### src/rtl/priv_mode_pkg.sv
// Shared privilege-mode types and the xRET/dcsr target legaliser.
// Encoding: U=00, S=01, M=11; 10 is reserved and never held in a register.
package priv_mode_pkg;

    typedef enum logic [1:0] {
        PRIV_U = 2'b00,
        PRIV_S = 2'b01,
        PRIV_M = 2'b11
    } priv_level_t;

    typedef enum logic {
        RUN   = 1'b0,
        DEBUG = 1'b1
    } dbg_state_e;

    localparam logic [4:0] CAUSE_W = 5'd5;

    // Map a raw 2-bit mode onto the nearest implemented mode.
    function automatic priv_level_t legalize_priv(
        input logic [1:0] p,
        input logic       has_s,
        input logic       has_u
    );
        priv_level_t r;
        case (p)
            2'b11:   r = PRIV_M;
            2'b01:   r = has_s ? PRIV_S : (has_u ? PRIV_U : PRIV_M);
            default: r = has_u ? PRIV_U : PRIV_M;
        endcase
        return r;
    endfunction

endpackage

### src/rtl/priv_mode_hart.sv
// One hart's privilege register: trap/xRET priority mux, M/S delegation, change pulse.
// Optional debug-mode FSM and dcsr.prv register when PRIV_DEBUG_MODE_EN is defined.
module priv_mode_hart
    import priv_mode_pkg::*;
#(
    parameter bit HAS_S = 1'b1,
    parameter bit HAS_U = 1'b1
) (
    input  logic        clk_i,
    input  logic        rst_i,
    input  logic        trap_i,
    input  logic        trap_is_intr_i,
    input  logic [4:0]  trap_cause_i,
    input  logic [31:0] medeleg_i,
    input  logic [31:0] mideleg_i,
    input  logic        mret_i,
    input  logic        sret_i,
    input  logic [1:0]  mpp_i,
    input  logic        spp_i,
    input  logic        mprv_i,
    output logic [1:0]  curr_priv_o,
    output logic [1:0]  eff_data_priv_o,
    output logic        trap_to_s_o,
    output logic        priv_chg_o
`ifdef PRIV_DEBUG_MODE_EN
    ,
    input  logic        debug_req_i,
    input  logic        dret_i,
    input  logic        dcsr_prv_we_i,
    input  logic [1:0]  dcsr_prv_wdata_i,
    output logic        debug_mode_o,
    output logic [1:0]  dcsr_prv_o
`endif
);

    priv_level_t priv_q, priv_d;
    priv_level_t arch_next;
    logic        chg_q, chg_d;
    logic        deleg_bit;
    logic        trap_to_s;

    assign deleg_bit = trap_is_intr_i ? mideleg_i[trap_cause_i] : medeleg_i[trap_cause_i];
    // Traps taken from M are never delegated downwards.
    assign trap_to_s = HAS_S && trap_i && (priv_q != PRIV_M) && deleg_bit;

    always_comb begin
        arch_next = priv_q;
        if (trap_i) begin
            arch_next = trap_to_s ? PRIV_S : PRIV_M;
        end else if (mret_i) begin
            arch_next = legalize_priv(mpp_i, HAS_S, HAS_U);
        end else if (sret_i && (priv_q != PRIV_U) && HAS_S) begin
            arch_next = spp_i ? PRIV_S : PRIV_U;
        end
    end

`ifdef PRIV_DEBUG_MODE_EN
    dbg_state_e  state_q, state_d;
    priv_level_t dcsr_q, dcsr_d;

    always_comb begin
        priv_d  = priv_q;
        state_d = state_q;
        dcsr_d  = dcsr_q;
        if (dcsr_prv_we_i) begin
            dcsr_d = legalize_priv(dcsr_prv_wdata_i, HAS_S, HAS_U);
        end
        case (state_q)
            RUN: begin
                if (debug_req_i) begin
                    dcsr_d  = priv_q;
                    priv_d  = PRIV_M;
                    state_d = DEBUG;
                end else begin
                    priv_d = arch_next;
                end
            end
            DEBUG: begin
                // A same-cycle dcsr write is the return target.
                if (dret_i) begin
                    priv_d  = legalize_priv(dcsr_d, HAS_S, HAS_U);
                    state_d = RUN;
                end
            end
            default: state_d = RUN;
        endcase
        chg_d = (priv_d != priv_q);
    end

    always_ff @(posedge clk_i or posedge rst_i) begin
        if (rst_i) begin
            state_q <= RUN;
            dcsr_q  <= PRIV_M;
        end else begin
            state_q <= state_d;
            dcsr_q  <= dcsr_d;
        end
    end

    assign debug_mode_o = (state_q == DEBUG);
    assign dcsr_prv_o   = dcsr_q;
`else
    always_comb begin
        priv_d = arch_next;
        chg_d  = (arch_next != priv_q);
    end
`endif

    always_ff @(posedge clk_i or posedge rst_i) begin
        if (rst_i) begin
            priv_q <= PRIV_M;
            chg_q  <= 1'b0;
        end else begin
            priv_q <= priv_d;
            chg_q  <= chg_d;
        end
    end

    assign curr_priv_o     = priv_q;
    assign eff_data_priv_o = mprv_i ? legalize_priv(mpp_i, HAS_S, HAS_U) : priv_q;
    assign trap_to_s_o     = trap_to_s;
    assign priv_chg_o      = chg_q;

endmodule

### src/rtl/priv_mode_ctrl.sv
// Multi-hart privilege-mode controller: one priv_mode_hart per hart, top only slices buses.
// Debug-mode support is compiled in with PRIV_DEBUG_MODE_EN.
module priv_mode_ctrl
    import priv_mode_pkg::*;
#(
    parameter int NUM_HARTS = 1,
    parameter bit HAS_S     = 1'b1,
    parameter bit HAS_U     = 1'b1
) (
    input  logic                   clk_i,
    input  logic                   rst_i,
    input  logic [NUM_HARTS-1:0]   trap_i,
    input  logic [NUM_HARTS-1:0]   trap_is_intr_i,
    input  logic [NUM_HARTS*5-1:0] trap_cause_i,
    input  logic [NUM_HARTS*32-1:0] medeleg_i,
    input  logic [NUM_HARTS*32-1:0] mideleg_i,
    input  logic [NUM_HARTS-1:0]   mret_i,
    input  logic [NUM_HARTS-1:0]   sret_i,
    input  logic [NUM_HARTS*2-1:0] mpp_i,
    input  logic [NUM_HARTS-1:0]   spp_i,
    input  logic [NUM_HARTS-1:0]   mprv_i,
    output logic [NUM_HARTS*2-1:0] curr_priv_o,
    output logic [NUM_HARTS*2-1:0] eff_data_priv_o,
    output logic [NUM_HARTS-1:0]   trap_to_s_o,
    output logic [NUM_HARTS-1:0]   priv_chg_o
`ifdef PRIV_DEBUG_MODE_EN
    ,
    input  logic [NUM_HARTS-1:0]   debug_req_i,
    input  logic [NUM_HARTS-1:0]   dret_i,
    input  logic [NUM_HARTS-1:0]   dcsr_prv_we_i,
    input  logic [NUM_HARTS*2-1:0] dcsr_prv_wdata_i,
    output logic [NUM_HARTS-1:0]   debug_mode_o,
    output logic [NUM_HARTS*2-1:0] dcsr_prv_o
`endif
);

    for (genvar gi = 0; gi < NUM_HARTS; gi++) begin : g_hart
        priv_mode_hart #(
            .HAS_S (HAS_S),
            .HAS_U (HAS_U)
        ) u_hart (
            .clk_i           (clk_i),
            .rst_i           (rst_i),
            .trap_i          (trap_i[gi]),
            .trap_is_intr_i  (trap_is_intr_i[gi]),
            .trap_cause_i    (trap_cause_i[gi*5 +: 5]),
            .medeleg_i       (medeleg_i[gi*32 +: 32]),
            .mideleg_i       (mideleg_i[gi*32 +: 32]),
            .mret_i          (mret_i[gi]),
            .sret_i          (sret_i[gi]),
            .mpp_i           (mpp_i[gi*2 +: 2]),
            .spp_i           (spp_i[gi]),
            .mprv_i          (mprv_i[gi]),
            .curr_priv_o     (curr_priv_o[gi*2 +: 2]),
            .eff_data_priv_o (eff_data_priv_o[gi*2 +: 2]),
            .trap_to_s_o     (trap_to_s_o[gi]),
            .priv_chg_o      (priv_chg_o[gi])
`ifdef PRIV_DEBUG_MODE_EN
            ,
            .debug_req_i     (debug_req_i[gi]),
            .dret_i          (dret_i[gi]),
            .dcsr_prv_we_i   (dcsr_prv_we_i[gi]),
            .dcsr_prv_wdata_i(dcsr_prv_wdata_i[gi*2 +: 2]),
            .debug_mode_o    (debug_mode_o[gi]),
            .dcsr_prv_o      (dcsr_prv_o[gi*2 +: 2])
`endif
        );
    end

endmodule

### config.mk
export PLATFORM = sky130hd
export DESIGN_NAME = priv_mode_ctrl
export DESIGN_NICKNAME = d
export VERILOG_FILES = /design/src/rtl/priv_mode_pkg.sv /design/src/rtl/priv_mode_hart.sv /design/src/rtl/priv_mode_ctrl.sv
export SDC_FILE = /design/constraint.sdc
export NUM_CORES = 1
export LEC_CHECK = 0
export BUFFER_PORTS_ARGS = -buffer_cell sky130_fd_sc_hd__buf_4
export CAP_MARGIN = 15
export CORE_ASPECT_RATIO = 1.2
export CORE_MARGIN = 3
export CORE_UTILIZATION = 37
export DETAILED_ROUTE_END_ITERATION = 8
export HOLD_SLACK_MARGIN = 0.06
export MAX_ROUTING_LAYER = met4
export PLACE_DENSITY_LB_ADDON = 0.05
export RECOVER_POWER = 25
export REMOVE_ABC_BUFFERS = 1
export SETUP_SLACK_MARGIN = 0.15
export SYNTH_ARGS = -nofsm -noshare
export SYNTH_HDL_FRONTEND = slang
export SYNTH_SLANG_ARGS = --single-unit
### constraint.sdc
create_clock -name clk_i -period 4.8 [get_ports clk_i]
set_input_delay 0.96 -clock clk_i [delete_from_list [all_inputs] [get_ports clk_i]]
set_output_delay 0.96 -clock clk_i [all_outputs]
set_load 0.01 [all_outputs]
After elaboration in Yosys (flattened, before gate mapping)
Cells that the tools add are included.

storage, ports and cells
  word-level logic and storage cells = 23
  bits in registers = 3

cells by class
  reduce and logical (&&, ||, !) cells = 4
  muxes and demuxes = 12
  eq/ne operators = 4
  magnitude comparators = 1

operators by type and width
  kind                  count
  $bmux W1 S5           2
  $mux W2               5
  $lt A5 B6 Y1 const B  1
  $mux W1               4
  $pmux W2 S2           1
  $logic_and A1 B1 Y1   3
  $eq A2 B1 Y1 const B  1
  $eq A2 B2 Y1 const B  1
  $ne A2 B2 Y1          1
  $ne A2 B2 Y1 const B  1
  $reduce_bool A2 Y1    1

Depth between registers and ports, before layout
Gate-level depths: netlist of run 1.

  depth in word-level cells = 7
  gate-level depth with buffers = 8
  depth with buffers taken out = 6

Worst setup path before layout of run 1
OpenSTA, ideal clock, no wires.

  kind = input port to output port
  start = input trap_cause_i[1]
  end = output trap_to_s_o
  required time = 3.840 ns
  arrival time = 2.268 ns
  cell stages on the path = 6
  path slack = 1.572 ns
  cell sequence = buf_6 mux4_2 mux2i_1 a22oi_1 and4b_1 or2_1

between the ends
  cells in the longest elaborated chain, start to end = 4

ends and longest elaborated chain
  element                        line                  RTL
  from (decl)                    priv_mode_ctrl.sv:14  input logic [NUM_HARTS*5-1:0] trap_cause_i,
  $bmux W1 S5                    priv_mode_hart.sv:42  assign deleg_bit = trap_is_intr_i ? mideleg_i[trap_cause_i] : medeleg_i[trap_cause_i];
  $mux W1 (implied by the code)  priv_mode_hart.sv:42
  $mux W1 (*)                    priv_mode_hart.sv:42
  $logic_and A1 B1 Y1 (*)        priv_mode_hart.sv:44  assign trap_to_s = HAS_S && trap_i && (priv_q != PRIV_M) && deleg_bit;
  to (decl)                      priv_mode_ctrl.sv:24  output logic [NUM_HARTS-1:0] trap_to_s_o,

Mark *: on every way between the ends. The rest lies on a longest branch, timed or not. The select of a mux whose other input is x is not followed.

Final worst setup path of run 1
Same ends and word-level chain as after synthesis.

==> results.cfg, run 1 <==
[setup_path]
start_kind = input port
end_kind = output pin
arrival_ps = 2600
path_cells = buf_4, mux4_2, mux2i_1, a22oi_1, and4b_1, or2_1, buf_4
crit_family = multiplexers
crit_fanout = 18
worstPathRequired_ps = 3840
critPathMostFrequentCell = buf_4
critPathKind = in -> out
critPathBufInv = 2
slowest_stage = mux4_2
cpPeakStageDelay_ps = 530

[pwr]
finalPower_uw = 197
p_int_uw = 143
p_leak_uw = 0.000707
seqPwrFrac = 0.167
powerDensity_nw_per_um2 = 139
netSwitchingPower_uw = 54.1
switching_share = 0.275
clkPwrFrac = 0.227
ir_drop_uv = 103
comb_power_share = 0.606

[sta]
setup_violations = 0
max_slew_margin = 0.704
drv_slew = 0
fmax_ghz = 0.281
rsz0062_at_grt = false
fin_skew_ps = 1.39
fin_crit_ps = 3560
fin_ws_ps = 1240
min_period_over_period = 0.741
final_hold_viol_count = 0
tightest_slew_ps = 441
finalSetupTns_ps = 0

[place]
io_buffers = 84
hpwlAfterDp_um = 2100
pre_cts_ws_ps = 1220
gp_congestion = 0.665
placed_area_um2 = 1390
place_inst = 165

[floorplan]
initial_core_util = 0.405
die_h_um = 56.2
io_pins = 85
die_area_um2 = 2680
core_um2 = 1910
die_x_um = 47.8
core.rowCount = 17

[synth]
netlist_area_um2 = 776
synth_cells = 66
synth_area_leaders = mux4_2, mux2i_1, dfstp_2, mux4_1, buf_6
synth.top_cell.area_share = 0.348
synth_top_area_cell = mux4_2
ys_ff_latch = 3
yosysSeqAreaShare = 0.100
yosys_warnings = 0
synth_cell_types = 29
syn_area_per_cell_um2 = 11.8

[clock_tree]
clkTransAtPathRegs_ps = 40
post_cts_resized = 0
cts_sinks = 3
htreeDepth = 1
cts-root-buf = clkbuf_4
clock_path_buffers = 2
clock_latency_ps = 230
holdBufCountCts = 0
cts_tree = built
cts-buffers-inserted = 3
post_cts_buffers = 0

[grt]
busiest_layer = met2
grt_first_pass_wirelength_um = 3590
grtUsageMet2 = 0.344
antenna_found_initial = 0
grt_use_met3 = 0.0291
grt_usage = 0.181
grt-ovfl-total = 0
grt_max_degree = 19
use_met1 = 0.166
grt_pass1_vias = 989

[finish]
final_cell_mix = buf_4, mux2i_1, mux4_2, clkbuf_4
diodes = 0
design_area_um2 = 1420
final_nets = 230
drive_gt1_frac = 0.687
layout_commonest_cell = buf_4
area_growth_pct = 82.7
final_cells = 169

[outcome]
status = finished clean

[drt]
firstDrtPassIters = 4
routed_wl_um = 2330
wl_per_cell_um = 13.8
drt.antenna.violating_nets = 0
vias = 918
vias_per_cell = 5.43
drc = 0
drtIter0Drc = 9

[flow_run]
drv_cap = 0

[min_path]
hp-class = in -> async
-- cells by family (layout without fill, tap and decap cells) --
group / count (synthesis) / after routing / synth area share
and+or+nand+nor: 16 / 16 / 0.124
AOI/OAI and AO/OA: 11 / 11 / 0.0935
xor gates and xnor gates: 1 / 1 / 0.0113
muxes: 29 / 29 / 0.611
DFF: 3 / 3 / 0.100
buffers and inverters: 6 / 90 / 0.0597
-- power by group through the flow --
| stage | Sequential [µW] | Clock [µW] | Combinational (µW) |
|---|---|---|---|
| after floorplan | 34.4 | 0 | 47.7 |
| after global placement | 33.1 | 0 | 118 |
| after detailed placement | 33.1 | 0 | 121 |
| after CTS | 32.9 | 46.7 | 121 |
| after global routing | 33.3 | 52.1 | 130 |
| final | 32.8 | 44.7 | 119 |
-- metrics by stage --
step / util / hold WS (ps)
final: 0.741 / 593
after detailed placement: 0.727 / 623
after CTS: 0.741 / 585
after global placement: 0.727 / 615
after floorplan: - / 593
after global routing: 0.741 / 586
-- cell type report --
class / instances / area, µm²
well taps: 19 / 23.8
multi-input cells: 57 / 652
inverters: 2 / 7.51
repair buffers: 84 / 631
flip-flops and latches: 3 / 77.6
clock buffers: 4 / 26.3
fillers: 166 / 497
-- sequential cells by signal (all words and copies together) (netlist names) --
register                   cells
g_hart.u_hart.curr_priv_o      2
g_hart.u_hart.priv_chg_o       1
-- routing by layer --
layer | share of wire | routed length (µm)
met5 | 0 | 0
met3 | 0.090 | 209
met2 | 0.61 | 1420
met1 | 0.30 | 701
met4 | 0 | 0
-- worst paths after layout --
kind	startpoint	endpoint	slack, ps	cells past startpoint
setup / recovery	trap_cause_i[1]	trap_to_s_o	1240	7
hold / removal	rst_i	g_hart[0].u_hart.priv_chg_o	590	2
setup reg to reg	g_hart[0].u_hart.curr_priv_o[0]	g_hart[0].u_hart.priv_chg_o	3310	6
hold reg to reg	g_hart[0].u_hart.curr_priv_o[0]	g_hart[0].u_hart.priv_chg_o	630	2
max in group asynchronous	rst_i	g_hart[0].u_hart.curr_priv_o[1]	4000	2
min in group clk_i	g_hart[0].u_hart.curr_priv_o[0]	g_hart[0].u_hart.priv_chg_o	630	2
-- Yosys cell counts, drive strengths merged --
master  count
a21boi      1
a21oi       3
a22oi       2
a311oi      1
and2b       2
and3        1
and4b       1
buf         4
dfrtp       1
dfstp       2
inv         2
mux2        1
mux2i      14
mux4       14
nand2       2
nand2b      1
nand3       3
nor2        2
nor2b       1
nor3        1
nor4        1
o21ai       2
o31a        1
o31ai       1
or2         1
xnor2       1
Note: power is estimated with default switching activity, not from simulation.
==> run 2, diff against run 1 <==
--- a/config.mk
+++ b/config.mk
@@ -9,7 +9,7 @@
 export CAP_MARGIN = 15
 export CORE_ASPECT_RATIO = 1.2
 export CORE_MARGIN = 3
-export CORE_UTILIZATION = 37
+export CORE_UTILIZATION = 34
 export DETAILED_ROUTE_END_ITERATION = 8
 export HOLD_SLACK_MARGIN = 0.06
 export MAX_ROUTING_LAYER = met4
==> constraint.sdc (replaced) <==
create_clock -name clk_i -period 3.7 [get_ports clk_i]
set_input_delay 0.74 -clock clk_i [delete_from_list [all_inputs] [get_ports clk_i]]
set_output_delay 0.74 -clock clk_i [all_outputs]
set_load 0.01 [all_outputs]
==> run 2 against run 1 <==
Against the previous run:
- sequential power up 31%
- worst setup slack got worse by 700 ps
- routed wire length up 3.0%
- via count is 3.5% higher
- final cell count up 6.5%
- combinational power up 30%
==> results.cfg, run 2 (same netlist as run 1, synthesis figures left out) <==
[place]
place_inst = 176
gp_congestion = 0.663
io_buffers = 84
hpwlAfterDp_um = 2080

[drt]
firstDrtPassIters = 4
drtIter0Drc = 8
m1WireLength_um = 763
met2_length_um = 1360
vias_per_cell = 5.28
top_layer_used = met4
route.met3.wl_um = 248
routed_wl_um = 2400
wl_per_cell_um = 13.3
vias = 950
drc = 0
drt.antenna.violating_nets = 0

[grt]
grt_first_pass_wirelength_um = 3560
grt_usage = 0.160
grt-ovfl-total = 0
grt_pass1_vias = 994
grt_max_degree = 19
antenna_found_initial = 0

[clock_tree]
clock_latency_ps = 240
post_cts_resized = 0
holdBufCountCts = 0
cts_sinks = 3
htreeDepth = 1
clkTransAtPathRegs_ps = 40
cts-buffers-inserted = 3
cts_tree = built
post_cts_buffers = 0
cts-root-buf = clkbuf_4
clock_path_buffers = 2

[floorplan]
die_area_um2 = 2890
die_h_um = 58.3
initial_core_util = 0.366
core.rowCount = 18
io_pins = 85
die_x_um = 49.6
core_um2 = 2120

[pwr]
netSwitchingPower_uw = 73.0
comb_power_share = 0.601
p_int_uw = 185
switching_share = 0.283
p_leak_uw = 0.000707
seqPwrFrac = 0.166
clkPwrFrac = 0.233
powerDensity_nw_per_um2 = 180
ir_drop_uv = 103

[finish]
multiInputGateArea_um2 = 652
drive_gt1_frac = 0.687
layout_commonest_cell = buf_4
largest_reg_flops = 2
diodes = 0
area_growth_pct = 84.5
seqCellArea_um2 = 77.6
post-route-util = 0.676
final_nets = 230
fillers = 186
final_cell_mix = buf_4, mux2i_1, mux4_2, clkbuf_4
final_cells = 180

[sta]
fmax_ghz = 0.317
fin_skew_ps = 4.04
min_period_over_period = 0.853
drv_slew = 0
tightest_slew_ps = 447
setup_violations = 0
max_slew_margin = 0.700
rsz0062_at_grt = false
final_hold_viol_count = 0
fin_crit_ps = 3160
finalSetupTns_ps = 0

[setup_path]
critPathKind = in -> out
crit_family = multiplexers
worstPathRequired_ps = 2960
critPathBufInv = 2
arrival_ps = 2420
slowest_stage = mux4_2
crit_fanout = 18
rrSetupSlack_ps = 2190
cpPeakStageDelay_ps = 540
start_kind = input port
end_kind = output pin
path_cells = buf_4, mux4_2, mux2i_1, a22oi_1, and4b_1, or2_1, buf_4
critPathMostFrequentCell = buf_4

[min_path]
hp-class = in -> async

[flow_run]
drv_cap = 0

[outcome]
status = finished clean
## run 2: cell counts in the layout (fill, tap and decap cells not counted)
No cell type changed its count.
## run 2: through the flow
stage,cell area [µm²],worst slack (ps),total power [µW],hold WS (ps)
after global placement,1410,571,197,611
after floorplan,737,1040,107,492
after CTS,1430,543,261,370
final,1430,544,258,371
after detailed placement,1410,555,199,610
after global routing,1430,472,274,391
## run 2: path summary, 6_finish.rpt
| kind | startpoint | endpoint | cells after the start |
|---|---|---|---|
| hold reg to reg | g_hart[0].u_hart.curr_priv_o[0] | g_hart[0].u_hart.priv_chg_o | 2 |
| min in group clk_i | g_hart[0].u_hart.curr_priv_o[0] | g_hart[0].u_hart.priv_chg_o | 2 |
| setup reg to reg | g_hart[0].u_hart.curr_priv_o[0] | g_hart[0].u_hart.priv_chg_o | 6 |
| max in group asynchronous | rst_i | g_hart[0].u_hart.curr_priv_o[0] | 2 |
| hold / removal | rst_i | g_hart[0].u_hart.priv_chg_o | 2 |
| setup / recovery | trap_cause_i[1] | trap_to_s_o | 7 |
## run 2: cell type report
type                       instances  area share
multi-input combinational         57       0.455
timing repair buffer              84       0.441
sequential                         3      0.0542
tap                               30      0.0262
clock buffer                       4      0.0184
inverter                           2     0.00524
## run 2: per-layer routing
layer,vias to the layer above,global-route usage
li1,451,-
met1,442,0.147
met2,53,0.319
met3,4,0.0253
met4,0,0.0711
met5,-,-
## run 2: power by group through the flow
stage | Combinational, µW | Sequential, µW | Clock, µW
CTS | 157 | 42.6 | 60.5
global route | 168 | 43.0 | 63.6
finish | 155 | 42.9 | 60.1
global placement | 154 | 42.9 | 0
detailed placement | 156 | 42.9 | 0
floorplan | 61.9 | 44.7 | 0
==> run 3, diff against run 2 <==
--- a/config.mk
+++ b/config.mk
@@ -14,9 +14,10 @@
 export HOLD_SLACK_MARGIN = 0.06
 export MAX_ROUTING_LAYER = met4
 export PLACE_DENSITY_LB_ADDON = 0.05
-export RECOVER_POWER = 25
+export RECOVER_POWER = 100
 export REMOVE_ABC_BUFFERS = 1
 export SETUP_SLACK_MARGIN = 0.15
+export SLEW_MARGIN = 20
 export SYNTH_ARGS = -nofsm -noshare
 export SYNTH_HDL_FRONTEND = slang
 export SYNTH_SLANG_ARGS = --single-unit
==> run 3 against run 2 <==
Against the previous run:
- worst setup slack worse by 4.4 ps
- combinational power fell by 3%
- flip-flop and latch count did not move
- count of clock-buffer cells in the layout unchanged
- sequential power fell by 2%
- routed wire length shrank 1.5%
==> results.cfg, run 3 (same netlist as run 1, synthesis figures left out) <==
[outcome]
status = finished clean

[floorplan]
core.rowCount = 18
initial_core_util = 0.366
io_pins = 85
die_x_um = 49.6
die_area_um2 = 2890
die_h_um = 58.3
core_um2 = 2120

[sta]
setup_violations = 0
fin_hold_ws_ps = 371
finalSetupTns_ps = 0
rsz0062_at_grt = false
max_slew_margin = 0.711
tightest_slew_ps = 431
final_hold_viol_count = 0
fmax_ghz = 0.316
drv_slew = 0
min_period_over_period = 0.854
fin_crit_ps = 3160
fin_skew_ps = 3.19

[place]
io_buffers = 84
hpwlAfterDp_um = 2080
gp_congestion = 0.663

[drt]
wl_per_cell_um = 13.1
vias_per_cell = 5.21
drtIter0Drc = 6
drt.antenna.violating_nets = 0
vias = 937
drc = 0
routed_wl_um = 2360
firstDrtPassIters = 4

[clock_tree]
post_cts_buffers = 0
cts-root-buf = clkbuf_4
cts_sinks = 3
post_cts_resized = 0
clkTransAtPathRegs_ps = 30
holdBufCountCts = 0
clock_path_buffers = 2
htreeDepth = 1
cts_tree = built
clock_latency_ps = 240
cts-buffers-inserted = 3

[finish]
diodes = 0
area_growth_pct = 82.6
largest_reg_flops = 2
final_cell_mix = buf_4, mux2i_1, mux4_2, clkbuf_1, clkbuf_4
layout_commonest_cell = buf_4
fillers = 191
final_nets = 230
drive_gt1_frac = 0.647

[setup_path]
reg2regPathDepth = 6
slowest_stage = mux4_2
critPathKind = in -> out
worstPathRequired_ps = 2960
start_kind = input port
critPathBufInv = 2
path_cells = buf_4, mux4_2, mux2i_1, a22oi_1, and4b_1, or2_0, buf_4
arrival_ps = 2420
worst-path-stages = 7
crit_fanout = 18
cpPeakStageDelay_ps = 540
crit_family = multiplexers
end_kind = output pin
critPathMostFrequentCell = buf_4

[grt]
grt_usage = 0.160
antenna_found_initial = 0
grt_first_pass_wirelength_um = 3560
grt_max_degree = 19
grt-ovfl-total = 0
grt_pass1_vias = 994

[pwr]
p_leak_uw = 0.000689
ir_drop_uv = 102
powerDensity_nw_per_um2 = 178

[min_path]
hp-class = in -> async

[flow_run]
drv_cap = 0
==> run 3: cell count changes in the layout (fill, tap and decap cells not counted), sizes merged <==
cell / before / now
buf: 83 / 79
clkbuf: 5 / 9
==> run 3: path summary, 6_finish.rpt <==
kind | start | end | slack (ps)
worst max-delay path | trap_cause_i[1] | trap_to_s_o | 540
worst min-delay path | rst_i | g_hart[0].u_hart.priv_chg_o | 370
worst max register to register | g_hart[0].u_hart.curr_priv_o[0] | g_hart[0].u_hart.priv_chg_o | 2090
worst min register to register | g_hart[0].u_hart.curr_priv_o[0] | g_hart[0].u_hart.priv_chg_o | 690
max in group asynchronous | rst_i | g_hart[0].u_hart.curr_priv_o[0] | 3120
min in group clk_i | g_hart[0].u_hart.curr_priv_o[0] | g_hart[0].u_hart.priv_chg_o | 690
==> run 3: power breakdown <==
group / switching, µW / internal, µW / total [µW]
clock network: 19.0 / 40.5 / 59.5
registers: 3.44 / 38.4 / 41.9
logic: 49.7 / 101 / 151
==> run 3: through the flow <==
stage	worst slack [ps]	instance area (µm²)	utilization	total power [µW]	std cells
final	539	1420	0.669	252	180
after global routing	462	1420	0.669	269	180
after CTS	543	1430	0.676	261	180
after detailed placement	555	1410	0.664	199	176
after global placement	571	1410	0.664	197	176
after floorplan	1040	737	-	107	62
==> run 3: per-layer routing <==
layer | wire length, µm | vias up | track usage
met5 | 0 | - | -
met3 | 240 | 5 | 0.0253
met4 | 35 | 0 | 0.0711
met1 | 738 | 435 | 0.147
li1 | - | 447 | -
met2 | 1350 | 50 | 0.319
==> run 3: worst reg2reg max path, cell delays in order (launching register included) <==
cell	delay, ps
dfstp_1	600
a21boi_0	150
nand2b_1	90
a21oi_1	40
and3_4	160
o31a_1	290
o21ai_0	190
==> run 3: final cells by class <==
class,count,area (µm²),area share
well taps,30,37.5,0.0265
multi-input cells,57,652,0.460
inverters,2,7.51,0.00530
flip-flops and latches,3,77.6,0.0548
clock buffers,4,26.3,0.0186
repair buffers,84,616,0.435
